File: src/rtl/rv32imf_apu_dispatcher.sv
// Core-side APU request/response initiator: holds one request until granted, tracks
// in-flight ops in an in-order tag FIFO, registers writeback and keeps sticky fflags.
module rv32imf_apu_dispatcher #(
  parameter int unsigned DEPTH            = 4,
  parameter int unsigned APU_WOP_CPU      = 6,
  parameter int unsigned APU_NDSFLAGS_CPU = 15,
  parameter int unsigned APU_NUSFLAGS_CPU = 5
) (
  input  logic                        clk_i,
  input  logic                        rst_i,
  input  logic                        issue_valid_i,
  output logic                        issue_ready_o,
  input  logic [2:0][31:0]            issue_operands_i,
  input  logic [APU_WOP_CPU-1:0]      issue_op_i,
  input  logic [APU_NDSFLAGS_CPU-1:0] issue_flags_i,
  input  logic [4:0]                  issue_rd_i,
  input  logic                        issue_long_i,
  output logic                        apu_req_o,
  input  logic                        apu_gnt_i,
  output logic [2:0][31:0]            apu_operands_o,
  output logic [APU_WOP_CPU-1:0]      apu_op_o,
  output logic [APU_NDSFLAGS_CPU-1:0] apu_flags_o,
  input  logic                        apu_rvalid_i,
  input  logic [31:0]                 apu_rdata_i,
  input  logic [APU_NUSFLAGS_CPU-1:0] apu_rflags_i,
  output logic                        wb_valid_o,
  output logic [4:0]                  wb_rd_o,
  output logic [31:0]                 wb_data_o,
  output logic [APU_NUSFLAGS_CPU-1:0] fflags_o,
  input  logic                        fflags_clr_i,
  output logic [31:0]                 rd_pending_o,
  output logic                        busy_o,
  output logic                        err_o
);

  localparam int unsigned AW = $clog2(DEPTH);
  localparam logic [AW:0] DEPTH_C = (AW+1)'(DEPTH);

  typedef struct packed {
    logic [4:0] rd;
    logic       is_long;
  } fifo_ent_t;

  // Request hold register
  logic                        req_vld_q;
  logic [2:0][31:0]            req_operands_q;
  logic [APU_WOP_CPU-1:0]      req_op_q;
  logic [APU_NDSFLAGS_CPU-1:0] req_flags_q;
  logic [4:0]                  req_rd_q;
  logic                        req_long_q;

  // In-order tag FIFO
  fifo_ent_t                   fifo_q [DEPTH];
  logic [AW-1:0]               wr_ptr_q, rd_ptr_q;
  logic [AW:0]                 occ_q;
  fifo_ent_t                   head;

  logic                        long_pend_q;
  logic [31:0]                 rd_pending_q, rd_pending_d;
  logic                        wb_valid_q;
  logic [4:0]                  wb_rd_q;
  logic [31:0]                 wb_data_q;
  logic [APU_NUSFLAGS_CPU-1:0] fflags_q;
  logic                        err_q;

  logic [AW:0]                 cnt;
  logic                        accept, grant, pop, fifo_empty;

  assign cnt        = occ_q + {{AW{1'b0}}, req_vld_q};
  assign fifo_empty = (occ_q == '0);
  assign head       = fifo_q[rd_ptr_q];

  // Slot check uses current occupancy only: a same-cycle pop does not free a slot.
  assign issue_ready_o = (~req_vld_q | apu_gnt_i) & ~long_pend_q & ~rd_pending_q[issue_rd_i]
                       & (cnt < DEPTH_C) & (~issue_long_i | (cnt == '0));

  assign accept = issue_valid_i & issue_ready_o;
  assign grant  = req_vld_q & apu_gnt_i;
  assign pop    = apu_rvalid_i & ~fifo_empty;

  always_comb begin
    rd_pending_d = rd_pending_q;
    if (pop)    rd_pending_d[head.rd]    = 1'b0;
    if (accept) rd_pending_d[issue_rd_i] = 1'b1;
  end

  always_ff @(posedge clk_i) begin
    if (rst_i) begin
      req_vld_q      <= 1'b0;
      req_operands_q <= '0;
      req_op_q       <= '0;
      req_flags_q    <= '0;
      req_rd_q       <= '0;
      req_long_q     <= 1'b0;
      for (int unsigned i = 0; i < DEPTH; i++) fifo_q[i] <= '0;
      wr_ptr_q       <= '0;
      rd_ptr_q       <= '0;
      occ_q          <= '0;
      long_pend_q    <= 1'b0;
      rd_pending_q   <= '0;
      wb_valid_q     <= 1'b0;
      wb_rd_q        <= '0;
      wb_data_q      <= '0;
      fflags_q       <= '0;
      err_q          <= 1'b0;
    end else begin
      // A new accept in the grant cycle keeps the request line up for back-to-back issue.
      if (accept) begin
        req_vld_q      <= 1'b1;
        req_operands_q <= issue_operands_i;
        req_op_q       <= issue_op_i;
        req_flags_q    <= issue_flags_i;
        req_rd_q       <= issue_rd_i;
        req_long_q     <= issue_long_i;
      end else if (grant) begin
        req_vld_q      <= 1'b0;
      end

      if (grant) begin
        fifo_q[wr_ptr_q] <= '{rd: req_rd_q, is_long: req_long_q};
        wr_ptr_q         <= wr_ptr_q + AW'(1);
      end
      if (pop) rd_ptr_q <= rd_ptr_q + AW'(1);

      case ({grant, pop})
        2'b10:   occ_q <= occ_q + (AW+1)'(1);
        2'b01:   occ_q <= occ_q - (AW+1)'(1);
        default: occ_q <= occ_q;
      endcase

      wb_valid_q <= pop;
      if (pop) begin
        wb_rd_q   <= head.rd;
        wb_data_q <= apu_rdata_i;
      end
      err_q <= apu_rvalid_i & fifo_empty;

      rd_pending_q <= rd_pending_d;

      if (pop && head.is_long) long_pend_q <= 1'b0;
      else if (accept && issue_long_i) long_pend_q <= 1'b1;

      if (fflags_clr_i) fflags_q <= pop ? apu_rflags_i : '0;
      else if (pop)     fflags_q <= fflags_q | apu_rflags_i;
    end
  end

  assign apu_req_o      = req_vld_q;
  assign apu_operands_o = req_operands_q;
  assign apu_op_o       = req_op_q;
  assign apu_flags_o    = req_flags_q;
  assign wb_valid_o     = wb_valid_q;
  assign wb_rd_o        = wb_rd_q;
  assign wb_data_o      = wb_data_q;
  assign fflags_o       = fflags_q;
  assign rd_pending_o   = rd_pending_q;
  assign busy_o         = (cnt != '0) | wb_valid_q;
  assign err_o          = err_q;

endmodule

File: config.mk
export PLATFORM = sky130hd
export DESIGN_NAME = rv32imf_apu_dispatcher
export DESIGN_NICKNAME = d
export VERILOG_FILES = /design/src/rtl/rv32imf_apu_dispatcher.sv
export SDC_FILE = /design/constraint.sdc
export NUM_CORES = 1
export LEC_CHECK = 0
export BUFFER_PORTS_ARGS = -buffer_cell sky130_fd_sc_hd__buf_2
export CORE_MARGIN = 2
export CORE_UTILIZATION = 54
export CTS_CLUSTER_DIAMETER = 60
export CTS_CLUSTER_SIZE = 24
export DETAILED_ROUTE_END_ITERATION = 16
export PLACE_DENSITY = 0.84
export SLEW_MARGIN = 20
export SYNTH_ARGS = -nofsm -noshare
export SYNTH_HDL_FRONTEND = slang
export SYNTH_SLANG_ARGS = --single-unit
File: constraint.sdc
create_clock -name clk_i -period 7.3 [get_ports clk_i]
set_input_delay 0.73 -clock clk_i [delete_from_list [all_inputs] [get_ports clk_i]]
set_output_delay 0.73 -clock clk_i [all_outputs]
set_load 0.01 [all_outputs]
; ---- Word level (Yosys, flattened, before mapping)
; Memory sizes are Yosys's and may differ from the RTL's. A register that Yosys moved wholly into a read port is not among the register bits.
; Index checks and enable logic that the tools add are counted.
[word_totals]
mem_count = 1
inputBits = 166
out_inout_bits = 196
ram_bits = 24
word_cells = 87
reg_bits = 208
[classes]
n_lt_le_gt_ge = 5
mux = 24
n_bitwise = 20
reduce_logical = 12
eq_ne = 2
addsub = 5
[memory_table]
columns = name, depth, word_bits, rd, rd_clocked_by_memory_dff, wr, line_no
row1 = fifo_q, 4, 6, 1, 1, 4, 53  ; fifo_ent_t fifo_q [DEPTH];
[ops]
columns = operator, n
row1 = 32-bit two-way mux, 2
row2 = 32-bit AND, 1
row3 = 32-bit NOT, 1
row4 = 32-bit bitwise OR, 1
row5 = 5-bit two-way mux, 3
row6 = 5-bit by 6-bit < comparator with 1-bit output (second input constant), 2
row7 = 1-bit two-way mux, 11
row8 = 1-bit demux with 5-bit select, 2
row9 = 5-bit by 1-bit >= comparator with 1-bit output (second input constant), 2
row10 = 1-bit AND, 8
row11 = 3-bit zero test, 2
row12 = 2-bit two-way mux, 3
row13 = 6-bit two-way mux, 1
row14 = 3-bit one-hot mux with 2 select lines, 1
row15 = 2-bit nonzero test, 3
row16 = 6-bit OR reduction, 1
row17 = 1-bit binary-select mux with 5-bit select, 1
row18 = 1-bit NOT, 5
row19 = 5-bit bitwise OR, 1
row20 = 2-bit by 1-bit adder with 2-bit output (second input constant), 2
row21 = 1-bit logical AND, 4
row22 = 3-bit by 1-bit adder with 3-bit output, 1
row23 = 3-bit by 1-bit adder with 3-bit output (second input constant), 1
row24 = 3-bit < comparator (second input constant), 1
row25 = 6 further kinds, 8

; ---- Logic depth before layout (Yosys ltp)
[depth]
depth_word = 9
depth_mapped = 10
ltp_nobuf = 8

; ---- Least setup slack after synthesis
; No wires, ideal clock.
[synth_path]
kind = input port to output port
from = in issue_rd_i[1]
to = out issue_ready_o
t_required_ns = 6.570
path_stages = 8
slack_ns = 4.117
path_buffers = 3
arrival_time_ns = 2.453
cell_sequence = buf_1 -> mux4_2 -> a32oi_2 -> o31ai_2 -> or3_1 -> buf_2 -> buf_6 -> inv_2
[synth_between]
elab_chain_len = 6
[synth_rtl]
columns = item, line_no
row1 = "start, declared", 16  ; input logic [4:0] issue_rd_i,
row2 = 1-bit binary-select mux with 5-bit select, 74  ; assign issue_ready_o = (~req_vld_q | apu_gnt_i) & ~long_pend_q & ~rd_pending_q[issue_rd_i]
row3 = 1-bit two-way mux (not written as such), 74
row4 = 1-bit NOT, 74
row5 = 1-bit AND, 74
row6 = 1-bit AND (2 in series), 75  ; & (cnt < DEPTH_C) & (~issue_long_i | (cnt == '0));
row7 = "end, declared", 12  ; output logic issue_ready_o,
; Every way passes these cells. The select of a mux whose other input is x is not followed.

; ---- Final worst setup path
[layout_path]
from = in issue_rd_i[0]
to = reg rd_pending_q[7] (netlist: rd_pending_o[7])
[layout_between]
elab_chain_len = 8
word_cells_on_any_way = 14
cone_classes = order compare (2) / mux (5) / bitwise (6) / reduce/logical (1)
[layout_rtl]
columns = item, line_no
row1 = 1-bit binary-select mux with 5-bit select, 74
row2 = 1-bit two-way mux (not written as such), 74
row3 = 1-bit NOT, 74
row4 = 1-bit AND, 74
row5 = 1-bit AND (2 in series), 75
row6 = 1-bit AND, 77  ; assign accept = issue_valid_i & issue_ready_o;
row7 = 32-bit two-way mux (*), 84  ; if (accept) rd_pending_d[issue_rd_i] = 1'b1;
row8 = "end signal, assigned", 138  ; rd_pending_q <= rd_pending_d;
row9 = "end, declared", 59  ; logic [31:0] rd_pending_q, rd_pending_d;
; Mark *: on every way between the ends. The rest lies on a longest branch, timed or not. The select of a mux whose other input is x is not followed.
; A chain may end at the register's enable or synchronous reset.

==> impl_results.md <==
- Syn Nets: ~1300
- Status: complete, no violations
- Worst Setup Slack, final: around 3.5 ns
- Initial antenna violation count: 1
- Slew headroom: 26.8%
- Crit-path most repeated cell: buf_4
- Number of fillers in the final layout: about 1400
- Most common cell after layout, fill and taps aside: buf_2
- Crit share post-route: just over 50%
- Ys async rst share: 0%
- GPL Wtd Cong: approximately 0.9
- Post-synth top flop: dfxtp_1
- DIE AREA: around 19000 µm²
- Initial DRC Count: just over 1000
- Core Area: between 15000 and 20000 µm²
- Clock Latency Late Sink: just under 0.5 ns
- Post-CTS Setup Repair Bufs: 0
- Synth warn: 0
- Resize count post-CTS: 0
- RSZ-0062 raised after global routing: false
- Critical Path AT: between 4 and 5 ns
- DRT Wirelength: ~31000 µm
- NumNets Final: about 1500
- Vias in the first global route: 9100
- DR WL/cell: 19.8 µm
- Worst Path Max Fanout: between 80 and 90
- Die Width: about 140 µm
- Sequential share of the synthesized area: approximately half
- Crit path time final: 3.79 ns
- Gate Count Post-Synth: roughly 1100
- #FFs+latches synth: between 200 and 250
- Bufs on Longest Clock Path: 3
- Fraction of layout cells with a size suffix above 1: roughly 31%
- Actual slew at the worst max-slew pin: between 1 and 1.5 ns
- Critical Path Source Type: input port
- P&R area growth vs syn: 22.6%
- Clk_skew: roughly 0.023 ns
- Final hold violation count: 0
- H-tree Lvls: 1
- Place WS: between 3 and 4 ns
- Total grt overflow: 0
- Power per cell area: 284 nW/µm²
- Cts hold-fix bufs: 0
- CTS tree: built
- Cts bufs inserted: 16
- Critical Path Max Stage Delay: ~0.76 ns
- Wire length of the first global-routing pass: 49100 µm
- Final Max Slew Viols: 0
- Worst min-delay path class: reg -> reg
- Total Negative Setup Slacks: 0 ns
- First-pass DRT Iterations: 7
- Mapped Area: about 9900 µm²
- DR DRC count: 0
- Final setup viols: 0
- Syn_area_per_cell: between 9 and 10 µm²
- CTS clk-pin slew, worst paths: 0.09 ns
- Total Routing Usage GR: 30.6%
- IO Pins: ~360
- Largest net degree at the start of global routing: 101
- Most frequent cells in the layout: buf_2 (360), dfxtp_1 (210), a21oi_1 (166)
- Max-cap violations: 0
- Clk sink count: around 230
- DPL Wire Length: between 20000 and 25000 µm
- Starting Density: approximately 55%
- Synth cell types: 48
- Type of element capturing the critical path: register
- ANT nets after route: 0
- Root buf cell: clkbuf_16
- Leak Pwr: ~5.2 nW
- Row count: 49
- Number of flops mapped to enable cells by yosys: 24
- Fmax: 0.264 GHz
- Slowest cell on crit path: buf_4
- Peak VDD IR: about 0.23 mV
- Type of the worst setup path: in -> reg
- Port Buffer Count: around 360
- DIE HEIGHT: ~140 µm
- CP cell instances: buf_2, mux4_1, mux2i_1, o31a_2, buf_4, buf_4, nand3_1, o31ai_1
- Worst Path Required: 7.68 ns
- Total vias in the final route: 9851
- Vias/cell: roughly 6.2
through the flow:
stage / area, µm² / hold WS (ns) / utilization (%) / instances / power (mW)
floorplan: 9890 / 0.445 / - / 1082 / 2.21
global placement: 11600 / 0.440 / 64.7 / 1561 / 2.53
detailed placement: 11600 / 0.443 / 64.7 / 1561 / 2.55
CTS: 12100 / 0.450 / 67.5 / 1589 / 3.45
global route: 12100 / 0.452 / 67.5 / 1590 / 3.62
finish: 12100 / 0.455 / 67.5 / 1590 / 3.44
power by group:
part / total (mW) / leakage (nW) / internal [mW] / switching [mW]
Clock: 0.904 / 0.239 / 0.441 / 0.463
Combinational: 0.974 / 3.02 / 0.357 / 0.617
Sequential: 1.56 / 1.96 / 1.47 / 0.0972
Total: 3.44 / 5.22 / 2.26 / 1.18
worst max-delay path, delay by kind of cell:
| kind | cells | cell delay (ns) |
|---|---|---|
| compound gates | 2 | 0.55 |
| buf+inv | 3 | 1.47 |
| mux | 2 | 0.90 |
| simple gates | 1 | 0.51 |
cells by family after synthesis:
group,after synthesis,share of synthesized area (%)
AO/OA/AOI/OAI,349,22.5
AND/OR/NAND/NOR,330,17.4
flip-flops,234,49.8
buffers and inverters,142,5.82
multiplexers,16,3.33
XOR/XNOR,7,0.620
adder cells (fa/ha/maj),4,0.582
synth_stat cells (all sizes together), types with 2 or more instances:
cell type	count	share of area [%]
nor3b	5	0.38
ha	3	0.38
a31o	2	0.18
and3	3	0.19
mux2	2	0.23
xor2	5	0.44
o211ai	16	1.2
nand3b	3	0.23
or2	5	0.32
xnor2	2	0.18
o31ai	154	12
o21ai	5	0.25
nor4	3	0.19
buf	28	1.5
dfxtp	210	43
nand3	25	1.3
inv	16	0.61
nand2b	2	0.13
edfxtp	24	7.3
nor3	4	0.20
nand4	126	8.0
nor2b	7	0.44
a32oi	2	0.33
mux4	13	3.0
nand2	103	3.9
clkbuf	97	3.7
nor2	29	1.1
or3	4	0.25
a21oi	166	8.4
and2	6	0.38
registers in the layout, indices dropped and copies added (netlist names), named ones only:
signal / flops
apu_operands_o: 96
rd_pending_o: 32
wb_data_o: 32
fifo_q: 24
apu_flags_o: 15
apu_op_o: 6
fflags_o: 5
req_rd_q: 5
wb_rd_o: 5
occ_q: 3
rd_ptr_q: 2
wr_ptr_q: 2
apu_req_o: 1
err_o: 1
long_pend_q: 1
req_long_q: 1
wb_valid_o: 1
metal layers:
layer | vias to the layer above | GRT usage [%] | wire, µm
met5 | - | 0 | 0
met4 | 0 | 10.6 | 1020
met3 | 73 | 7.33 | 3550
met2 | 650 | 49.0 | 14700
met1 | 4513 | 41.0 | 12200
li1 | 4615 | - | -
final timing paths:
path,start,to,slack [ns],cells past startpoint
max reg2reg,apu_req_o,long_pend_q,3.81,8
min,wb_data_o[26],wb_data_o[26],0.46,2
max,issue_rd_i[0],rd_pending_o[7],3.51,8
min reg2reg,wb_data_o[26],wb_data_o[26],0.46,2
cell type report:
cell class	instances	area, µm²	area share (%)
multi-input cells	706	4430	36.5
inverters	17	66.3	0.547
clock inverters	8	66.3	0.547
well taps	229	287	2.36
flip-flops and latches	234	4920	40.6
repair buffers	375	1920	15.8
clock buffers	20	437	3.60
diodes	1	2.50	0.0206
(Power assumes the default switching activity.)
